**src/rtl/pipe_pkg.sv**
```systemverilog
// Shared definitions for the pipeline front end: pcsource encodings,
// the default bubble instruction, fetch FSM states and small PC helpers.
package pipe_pkg;

    // pcsource encodings driven by decode
    localparam logic [1:0] PC_SEQ = 2'b00;  // pc + 4
    localparam logic [1:0] PC_BR  = 2'b01;  // branch target (bpc)
    localparam logic [1:0] PC_JR  = 2'b10;  // register target (rpc)
    localparam logic [1:0] PC_J   = 2'b11;  // jump target (jpc)

    // All-zero word decodes as sll $0,$0,0, i.e. a harmless bubble
    localparam logic [31:0] NOP_WORD = 32'h0000_0000;

    // Fetch FSM encoding
    localparam logic [0:0] ST_FETCH = 1'b0;  // request outstanding, imem_req=1
    localparam logic [0:0] ST_HOLD  = 1'b1;  // word parked in buffer, no request

    // Sequential successor of a PC; wraps modulo 2^32
    function automatic logic [31:0] pc_plus4(input logic [31:0] pc);
        return pc + 32'd4;
    endfunction

endpackage

```
**src/rtl/mux4x32.sv**
```systemverilog
// Four-way 32-bit selector used to pick the next-PC candidate from pcsource.
module mux4x32
    import pipe_pkg::*;
(
    input  logic [31:0] a0,
    input  logic [31:0] a1,
    input  logic [31:0] a2,
    input  logic [31:0] a3,
    input  logic [1:0]  s,
    output logic [31:0] y
);

    // Pure select; encoding follows the pcsource constants
    always_comb begin
        y = a0;
        case (s)
            PC_SEQ:  y = a0;
            PC_BR:   y = a1;
            PC_JR:   y = a2;
            PC_J:    y = a3;
            default: y = a0;
        endcase
    end

endmodule

```
**src/rtl/pipefetch.sv**
```systemverilog
// Instruction fetch stage plus IF/ID register. Issues fetches at pc to a
// memory that may insert wait states, parks a fetched word while decode
// stalls, and applies decode redirects after the single delay slot.
module pipefetch
    import pipe_pkg::*;
#(
    parameter logic [31:0] RESET_PC = 32'h0000_0000,
    parameter logic [31:0] NOP_INST = NOP_WORD
) (
    input  logic        clock,
    input  logic        resetn,
    input  logic [1:0]  pcsource,
    input  logic [31:0] bpc,
    input  logic [31:0] rpc,
    input  logic [31:0] jpc,
    input  logic        wpcir,
    output logic        imem_req,
    output logic [31:0] imem_addr,
    input  logic [31:0] imem_rdata,
    input  logic        imem_ready,
    output logic [31:0] pc,
    output logic [31:0] dpc4,
    output logic [31:0] inst
);

    logic [0:0]  state_q,  state_d;
    logic [31:0] pc_q,     pc_d;
    logic [31:0] inst_q,   inst_d;
    logic [31:0] dpc4_q,   dpc4_d;
    logic [31:0] buf_q,    buf_d;
    logic [31:0] bufpc4_q, bufpc4_d;
    logic [31:0] rdpc_q,   rdpc_d;   // redirect target latched during a wait state
    logic        rdv_q,    rdv_d;    // redirect pending, applied when delay slot lands

    logic [31:0] pc4;
    logic [31:0] target;
    logic [31:0] npc;

    assign pc4 = pc_plus4(pc_q);

    mux4x32 u_npc_mux (
        .a0 (pc4),
        .a1 (bpc),
        .a2 (rpc),
        .a3 (jpc),
        .s  (pcsource),
        .y  (target)
    );

    // A redirect seen while the delay slot was still being fetched wins,
    // since decode is then looking at a bubble and drives PC_SEQ
    assign npc = rdv_q ? rdpc_q : target;

    // Fetch-side outputs decode directly from state and pc
    assign imem_req  = (state_q == ST_FETCH);
    assign imem_addr = pc_q;

    assign pc   = pc_q;
    assign dpc4 = dpc4_q;
    assign inst = inst_q;

    // Next-state rules for the fetch FSM and the IF/ID register
    always_comb begin
        state_d  = state_q;
        pc_d     = pc_q;
        inst_d   = inst_q;
        dpc4_d   = dpc4_q;
        buf_d    = buf_q;
        bufpc4_d = bufpc4_q;
        rdpc_d   = rdpc_q;
        rdv_d    = rdv_q;
        case (state_q)
            ST_FETCH: begin
                if (imem_ready) begin
                    if (wpcir) begin
                        inst_d = imem_rdata;
                        dpc4_d = pc4;
                        pc_d   = npc;
                        rdv_d  = 1'b0;
                    end else begin
                        // Decode is stalled: park the word, stop requesting
                        buf_d    = imem_rdata;
                        bufpc4_d = pc4;
                        state_d  = ST_HOLD;
                    end
                end else if (wpcir) begin
                    // Wait state: feed a bubble and remember any redirect,
                    // because decode will see that bubble next cycle
                    inst_d = NOP_INST;
                    dpc4_d = 32'h0;
                    if ((pcsource != PC_SEQ) && !rdv_q) begin
                        rdpc_d = target;
                        rdv_d  = 1'b1;
                    end
                end
            end
            ST_HOLD: begin
                // imem_ready here is a protocol violation and is ignored
                if (wpcir) begin
                    inst_d  = buf_q;
                    dpc4_d  = bufpc4_q;
                    pc_d    = npc;
                    rdv_d   = 1'b0;
                    state_d = ST_FETCH;
                end
            end
            default: state_d = ST_FETCH;
        endcase
    end

    // State registers with asynchronous active-low reset
    always_ff @(posedge clock or negedge resetn) begin
        if (!resetn) begin
            state_q  <= ST_FETCH;
            pc_q     <= RESET_PC;
            inst_q   <= NOP_INST;
            dpc4_q   <= 32'h0;
            buf_q    <= 32'h0;
            bufpc4_q <= 32'h0;
            rdpc_q   <= 32'h0;
            rdv_q    <= 1'b0;
        end else begin
            state_q  <= state_d;
            pc_q     <= pc_d;
            inst_q   <= inst_d;
            dpc4_q   <= dpc4_d;
            buf_q    <= buf_d;
            bufpc4_q <= bufpc4_d;
            rdpc_q   <= rdpc_d;
            rdv_q    <= rdv_d;
        end
    end

endmodule

```
**config.mk**
```make
export PLATFORM = sky130hd
export DESIGN_NAME = pipefetch
export DESIGN_NICKNAME = d
export VERILOG_FILES = /design/src/rtl/pipe_pkg.sv /design/src/rtl/mux4x32.sv /design/src/rtl/pipefetch.sv
export SDC_FILE = /design/constraint.sdc
export NUM_CORES = 1
export LEC_CHECK = 0
export CELL_PAD_IN_SITES_DETAIL_PLACEMENT = 0
export CELL_PAD_IN_SITES_GLOBAL_PLACEMENT = 1
export CORE_MARGIN = 1.5
export CORE_UTILIZATION = 33
export CTS_CLUSTER_DIAMETER = 150
export DETAILED_ROUTE_END_ITERATION = 8
export PLACE_DENSITY_LB_ADDON = 0.05
export SYNTH_ARGS = -nofsm -noshare
export SYNTH_HDL_FRONTEND = slang
export SYNTH_SLANG_ARGS = --single-unit
```
**constraint.sdc**
```tcl
create_clock -name clock -period 2.4 [get_ports clock]
set_input_delay 0.72 -clock clock [delete_from_list [all_inputs] [get_ports clock]]
set_output_delay 0.72 -clock clock [all_outputs]
set_load 0.02 [all_outputs]
```
==> results of run 1 <==
## registers in the layout, summed over array words and instances (netlist names)
signal	cells
rdpc_q	32
buf_q	32
dpc4	32
imem_addr	32
state_q	1
inst	32
rdv_q	1
bufpc4_q	32
## per-stage QoR
stage / std cells / cell area, µm² / TNS, ns / hold WS, ns / utilization
after CTS: 1679 / 13590 / -0.006906 / 0.2330 / 0.4759
after global routing: 1684 / 13700 / -0.05087 / 0.2482 / 0.4799
final: 1684 / 13700 / 0 / 0.2361 / 0.4799
after floorplan: 1019 / 9555 / 0 / 0.4244 / -
after global placement: 1646 / 12960 / -2.024 / 0.4577 / 0.4539
after detailed placement: 1646 / 12960 / -3.252 / 0.4631 / 0.4539
## final cells by class
class                   instances  area, µm²  share of cell area
flip-flops and latches        194       4870              0.3554
multi-input cells             708       4207              0.3070
repair buffers                357       3492              0.2549
well taps                     384      480.5             0.03507
clock buffers                  18      429.2             0.03132
clock inverters                14      188.9             0.01379
inverters                       9      33.78            0.002466
## routing by layer
| metal | vias up | routed length, µm |
|---|---|---|
| li1 | 4049 | - |
| met1 | 3956 | 14260 |
| met2 | 245 | 13250 |
| met3 | 31 | 1386 |
| met4 | 0 | 375 |
| met5 | - | 0 |
## worst max path at each step
stage,from,to,depth (start not counted)
floorplan,pcsource[0],rdpc_q[20]$_DFFE_PN0P_,8
global placement,pcsource[1],imem_addr[31]$_DFFE_PN0P_,7
detailed placement,pcsource[1],imem_addr[31]$_DFFE_PN0P_,7
CTS,imem_addr[3]$_DFFE_PN0P_,rdpc_q[24]$_DFFE_PN0P_,7
global route,imem_addr[3]$_DFFE_PN0P_,imem_addr[23]$_DFFE_PN0P_,7
finish,imem_addr[13]$_DFFE_PN0P_,pc[13],2
## cells by family after synthesis
logic type,after synthesis,share of synthesized area
simple gates,392,0.1809
compound gates,237,0.1524
flops,194,0.5093
buf+inv,117,0.06103
mux,52,0.07048
xor+xnor,26,0.02468
fa+ha+maj,1,0.001312
## power by group through the flow
stage                     clock (mW)  combinational (mW)  sequential (mW)
after floorplan                    0                1.68             4.86
after global placement             0                3.82             4.54
after detailed placement           0                3.85             4.56
after CTS                       3.11                3.87             4.50
after global routing            3.22                4.22             4.60
final                           3.03                3.87             4.49
## timing repair
action | in CTS | in global routing
endpoints found under the setup margin | 11 | 25
buffers inserted | 1 | 5
resized for setup | 4 | 19
pin swaps | 3 | 17
## worst max-delay path, cell delays in order, from the launching register on
cell,delay (ns)
dfrtp_1,0.43
buf_4,0.17
clkdlybuf4s50_1,0.61
## cell usage in the layout, fill, tap and decap left out, drive strengths merged, types with 2 or more instances in the layout
cell type      synthesis  layout
dlymetal6s2s           0       3
nand2b                 3       3
and4                   2       2
o21ai                 39      39
a22oi                 61      61
buf                   53      97
mux4                   9       9
nor3                   8       8
o22a                   4       4
o221ai                 3       3
a21oi                104     104
or4                    2       2
clkinv                 0       4
inv                    9      16
bufinv                 0       2
mux2                  31      31
nor2                 101     101
nand3b                 4       4
dfrtp                194     194
nor2b                  4       4
clkdlybuf4s50          0     255
nand4                  4       4
nor4                   6       6
xor2                  18      18
a22o                   2       2
and3                  19      19
nand3                 18      18
nand2                214     214
mux2i                 12      12
or2                    4       4
clkbuf                55      19
xnor2                  8       8
a31oi                  7       7
a222oi                 8       8
==> summary.md, run 1 <==
| Metric | Value |
|---|---|
| Final Setup Violations | `0` |
| Flop pwr share | `0.394` |
| Yosys cell types | `53` |
| Int Power | `7.495 mW` |
| Share of cells above drive strength 1 | `0.1615` |
| Synth top area cells | `dfrtp_1 51%, nand2_1 8.4%, a21oi_1 5.5%, a22oi_1 4.8%, nor2_1 4.0%` |
| Layout Skew | `0.01862 ns` |
| DRC | `0` |
| Peak supply drop | `505.2 µV` |
| Vias in the first global route | `8349` |
| Root Buffer | `clkbuf_16` |
| Post-synthesis sequential area ratio | `0.5093` |
| N_diodes | `0` |
| FF-to-FF Start | `imem_addr[3]$_DFFE_PN0P_` |
| Hold Vio Cnt, Final | `0` |
| H-tree Lvls | `4` |
| Clock buffer depth | `2` |
| GRT busiest layer | `met2` |
| Final net count | `1422` |
| HPWL after DPL | `20810 µm` |
| Req. time, crit path | `1.68 ns` |
| R2R cell count | `8` |
| Grt met2 use | `0.3091` |
| CP Launch Type | `flop` |
| Comb pwr share | `0.340` |
| Initial antenna violation count | `0` |
| Reg-to-reg slack, setup | `0.06 ns` |
| Status | `finished, final reports clean` |
| Post-synth top area share | `0.5093` |
| Crit path DAT | `1.64 ns` |
| Final worst-path cycle share | `0.9823` |
| Cells after Synth | `1019` |
| Syn Nets | `1154` |
| Antenna violation net count after detailed routing | `0` |
| TritonCTS clock tree | `yes` |
| GRT met1 Usage | `0.2881` |
| Synthesis-to-finish area growth | `43.72%` |
| Yosys warnings | `0` |
| Syn avg cell area | `9.355 µm²` |
| Clk_lat worst skew | `0.44 ns` |
| Starting density of the core | `0.3339` |
| Initial drt markers | `517` |
| EDFF count, synth | `0` |
| Placer Congestion | `0.7938` |
| Setup crit end kind | `primary output` |
| Post-synth top flop | `dfrtp_1` |
| Clock sink total | `194` |
| PortBufs | `262` |
| # rows | `62` |
| Worst-Margin Slew | `0.8129 ns` |
| Fill cell count | `2808` |
| Synthesized flop and latch total | `194` |
| Routed WL per cell | `17.38 µm` |
| RSZ-0062 raised after global routing | `true` |
| Pwr Density | `831.6 nW/µm²` |
| Top cells by count, synth | `214 x nand2_1, 194 x dfrtp_1, 104 x a21oi_1` |
| DR pass1 iterations | `5` |
| Sw frac | `0.3421` |
| First-pass GRT wire length | `46980 µm` |
| Leak pwr | `6.016 nW` |
| Global route overflow | `0` |
| Met3 global-route usage | `0.02880` |
| Die Ht | `173.0 µm` |
| Slew Limit Headroom | `0.4580` |
| Core region area | `28550 µm²` |
| Critical path type | `flop to primary output` |
| Synth async-reset ratio | `1.000` |
| Pre-CTS WS | `-0.2329 ns` |
| All-layer global routing usage | `0.1982` |
| Cts hold-fix bufs | `0` |
| Switch Pwr | `3.898 mW` |
| Final Max Tran Viols | `0` |
| Vias per Instance | `4.917` |
| Clock share of power | `0.266` |
| F_max | `424.2 MHz` |
| Count leader, synth | `nand2_1` |
| CP Max Fanout | `6` |
| I/O pins | `263` |
| Detailed Route WL | `29270 µm` |
| Clock buffer count from CTS | `17` |
| Worst setup margin | `0.04239 ns` |
| Max Cap Viol | `0` |
| Worst Hold Class | `input port to asynchronous set/reset pin` |
| Total power | `11.39 mW` |
| Worst reg2reg path endpoint | `imem_addr[22]$_DFFE_PN0P_` |
| Pin count of the biggest net entering global routing | `104` |
| Clock transition at path regs | `0.08 ns` |
| Post-synthesis cell type with the largest combined area | `dfrtp_1` |
| Die area | `29920 µm²` |
| Vias | `8281` |
| Cell area after synthesis | `9533 µm²` |
| Tmin final | `2.358 ns` |
| Die width | `173.0 µm` |
Note: power is estimated with default switching activity, not from simulation.
==> run 2: changes to the inputs <==
CELL_PAD_IN_SITES_DETAIL_PLACEMENT = not set   (was 0)
CELL_PAD_IN_SITES_GLOBAL_PLACEMENT = not set   (was 1)
CORE_UTILIZATION = 35   (was 33)
CTS_CLUSTER_DIAMETER = not set   (was 150)
==> run 2 against run 1 <==
Worst hold slack worse by 0.014 ns. Clock power is 5% lower. Critical path depth stayed put. Setup slack better by 0.026 ns.
==> summary.md, run 2 (synthesis gave the netlist of run 1 again) <==
| Metric | Value |
|---|---|
| Flop pwr share | `0.400 (was 0.394)` |
| Req. time, crit path | `1.68 ns (about the same)` |
| Clk_lat worst skew | `0.43 ns (was 0.44 ns)` |
| CP max stage delay | `0.59 ns (was 0.61 ns)` |
| R2R cell count | `8 (unchanged)` |
| FF-to-FF Start | `imem_addr[3]$_DFFE_PN0P_ (unchanged)` |
| Critical path type | `flop to primary output (unchanged)` |
| Detailed Route WL | `28630 µm (was 29270 µm)` |
| CP top delay family | `buffers and inverters (unchanged)` |
| Stages on the worst setup path | `2 (unchanged)` |
| HPWL after DPL | `20420 µm (was 20810 µm)` |
| Final Setup Violations | `0 (unchanged)` |
| Tmin final | `2.331 ns (was 2.358 ns)` |
| Most common cell after layout, fill and taps aside | `clkdlybuf4s50_1 (unchanged)` |
| # rows | `60 (was 62)` |
| Hold Vio Cnt, Final | `0 (unchanged)` |
| Sw frac | `0.3435 (was 0.3421)` |
| Leak pwr | `5.976 nW (was 6.016 nW)` |
| Starting density of the core | `0.3547 (was 0.3339)` |
| Worst-Margin Slew | `0.6732 ns (was 0.8129 ns)` |
| Vias in the first global route | `8075 (was 8349)` |
| N_diodes | `0 (unchanged)` |
| All-layer global routing usage | `0.2069 (was 0.1982)` |
| Peak supply drop | `349.8 µV (was 505.2 µV)` |
| DR pass1 iterations | `5 (unchanged)` |
| Worst Hold Class | `input port to asynchronous set/reset pin (unchanged)` |
| Int Power | `7.376 mW (was 7.495 mW)` |
| Global route overflow | `0 (unchanged)` |
| Comb pwr share | `0.343 (was 0.340)` |
| DRC | `0 (unchanged)` |
| WHS | `0.2224 ns (was 0.2361 ns)` |
| Worst setup margin | `0.06879 ns (was 0.04239 ns)` |
| Status | `finished, final reports clean (unchanged)` |
| Final worst-path cycle share | `0.9713 (was 0.9823)` |
| PortBufs | `262 (unchanged)` |
| Vias per Instance | `5.069 (was 4.917)` |
| Core region area | `26880 µm² (was 28550 µm²)` |
| Layout Skew | `0.01689 ns (was 0.01862 ns)` |
| Share of cells above drive strength 1 | `0.1569 (was 0.1615)` |
| Setup crit end kind | `primary output (unchanged)` |
| CP Launch Type | `flop (unchanged)` |
| Die Ht | `168.0 µm (was 173.0 µm)` |
| Synthesis-to-finish area growth | `42.63% (was 43.72%)` |
| Clock share of power | `0.257 (was 0.266)` |
| TritonCTS clock tree | `yes (unchanged)` |
| Cell Chain, Critical Path | `buf_4, clkdlybuf4s50_1 (unchanged)` |
| Placer Congestion | `0.8158 (was 0.7938)` |
| F_max | `429.0 MHz (was 424.2 MHz)` |
| Most frequent cells in the layout | `255 x clkdlybuf4s50_1, 214 x nand2_1, 184 x dfrtp_1, 104 x a21oi_1, 100 x nor2_1 (was 255 x clkdlybuf4s50_1, 214 x nand2_1, 182 x dfrtp_1, 104 x a21oi_1, 99 x nor2_1)` |
| Final Max Tran Viols | `0 (unchanged)` |
| Clock transition at path regs | `0.08 ns (about the same)` |
| CP Max Fanout | `6 (unchanged)` |
| Die width | `168.0 µm (was 173.0 µm)` |
| First-pass GRT wire length | `45620 µm (was 46980 µm)` |
| Pin count of the biggest net entering global routing | `72 (was 104)` |
| Routed WL per cell | `17.45 µm (was 17.38 µm)` |
| Clock buffer depth | `2 (unchanged)` |
| Switch Pwr | `3.860 mW (was 3.898 mW)` |
| Cts hold-fix bufs | `0 (unchanged)` |
| Slew Limit Headroom | `0.5512 (was 0.4580)` |
| RSZ-0062 raised after global routing | `true (unchanged)` |
| Vias | `8318 (was 8281)` |
| Antenna violation net count after detailed routing | `0 (unchanged)` |
| Max Cap Viol | `0 (unchanged)` |
| Pwr Density | `826.4 nW/µm² (was 831.6 nW/µm²)` |
| Reg-to-reg slack, setup | `0.14 ns (was 0.06 ns)` |
| Root Buffer | `clkbuf_16 (unchanged)` |
| Setup crit end | `imem_addr[13] (was pc[13])` |
| CP Launch Point | `imem_addr[13]$_DFFE_PN0P_ (unchanged)` |
| I/O pins | `263 (unchanged)` |
| Final net count | `1422 (unchanged)` |
| Pre-CTS WS | `-0.1443 ns (was -0.2329 ns)` |
| Initial drt markers | `532 (was 517)` |
| WP buf/inv | `2 (unchanged)` |
| Initial antenna violation count | `0 (unchanged)` |
| H-tree Lvls | `4 (unchanged)` |
| Clock buffer count from CTS | `17 (unchanged)` |
| Clock sink total | `194 (unchanged)` |
| Fill cell count | `2545 (was 2808)` |
| Slowest CP cell | `clkdlybuf4s50_1 (unchanged)` |
| Worst reg2reg path endpoint | `imem_addr[24]$_DFFE_PN0P_ (was imem_addr[22]$_DFFE_PN0P_)` |
| Crit path DAT | `1.61 ns (was 1.64 ns)` |
| Die area | `28240 µm² (was 29920 µm²)` |
## run 2: cell count changes in the layout (fill, tap and decap cells not counted), sizes merged
cell    before  now
bufinv       2    1
clkinv       4    6
inv         16   15
## run 2: area by class of cell
type | instances | area, µm² | share of cell area
Clock inverter | 14 | 166.4 | 0.01224
Sequential cell | 194 | 4867 | 0.3580
Inverter | 9 | 33.78 | 0.002485
Timing Repair Buffer | 357 | 3513 | 0.2584
Clock buffer | 18 | 429.2 | 0.03156
Multi-Input combinational cell | 708 | 4160 | 0.3060
Tap cell | 341 | 426.7 | 0.03138
## run 2: what timing repair did
action | CTS | global route
endpoints found under the setup margin | 3 | 19
pin swaps | 2 | 2
resized for setup | 1 | 9
buffers inserted | 1 | 1
## run 2: routing by layer
metal | global-route usage | wire length [µm]
met1 | 0.3001 | 13740
met2 | 0.3199 | 13000
met3 | 0.03785 | 1509
met4 | 0.04935 | 381
met5 | 0 | 0
## run 2: how the worst min path moves through the flow
| stage | slack, ns | cells past startpoint | start | end |
|---|---|---|---|---|
| after floorplan | 0.42 | 0 | resetn | buf_q[0]$_DFFE_PN0P_ |
| after global placement | 0.46 | 2 | buf_q[6]$_DFFE_PN0P_ | buf_q[6]$_DFFE_PN0P_ |
| after detailed placement | 0.46 | 2 | buf_q[7]$_DFFE_PN0P_ | buf_q[7]$_DFFE_PN0P_ |
| after CTS | 0.23 | 1 | resetn | inst[25]$_DFFE_PN0P_ |
| after global routing | 0.24 | 1 | resetn | inst[25]$_DFFE_PN0P_ |
| final | 0.22 | 1 | resetn | inst[25]$_DFFE_PN0P_ |
## run 2: stage by stage
step	instance area (µm²)	util	setup TNS [ns]	cells	power [mW]
after global placement	12960	0.4822	-1.539	1607	8.376
after CTS	13560	0.5046	0	1640	11.35
after detailed placement	12960	0.4822	-3.782	1607	8.412
final	13600	0.5059	0	1641	11.24
after global routing	13600	0.5059	-0.1169	1641	11.89
after floorplan	9555	-	0	1019	6.541
## run 2: power groups by stage
stage	Combinational [mW]	Sequential (mW)	Clock, mW
after floorplan	1.68	4.86	0
after global placement	3.83	4.54	0
after detailed placement	3.86	4.55	0
after CTS	3.88	4.49	2.97
after global routing	4.17	4.60	3.11
final	3.85	4.49	2.89
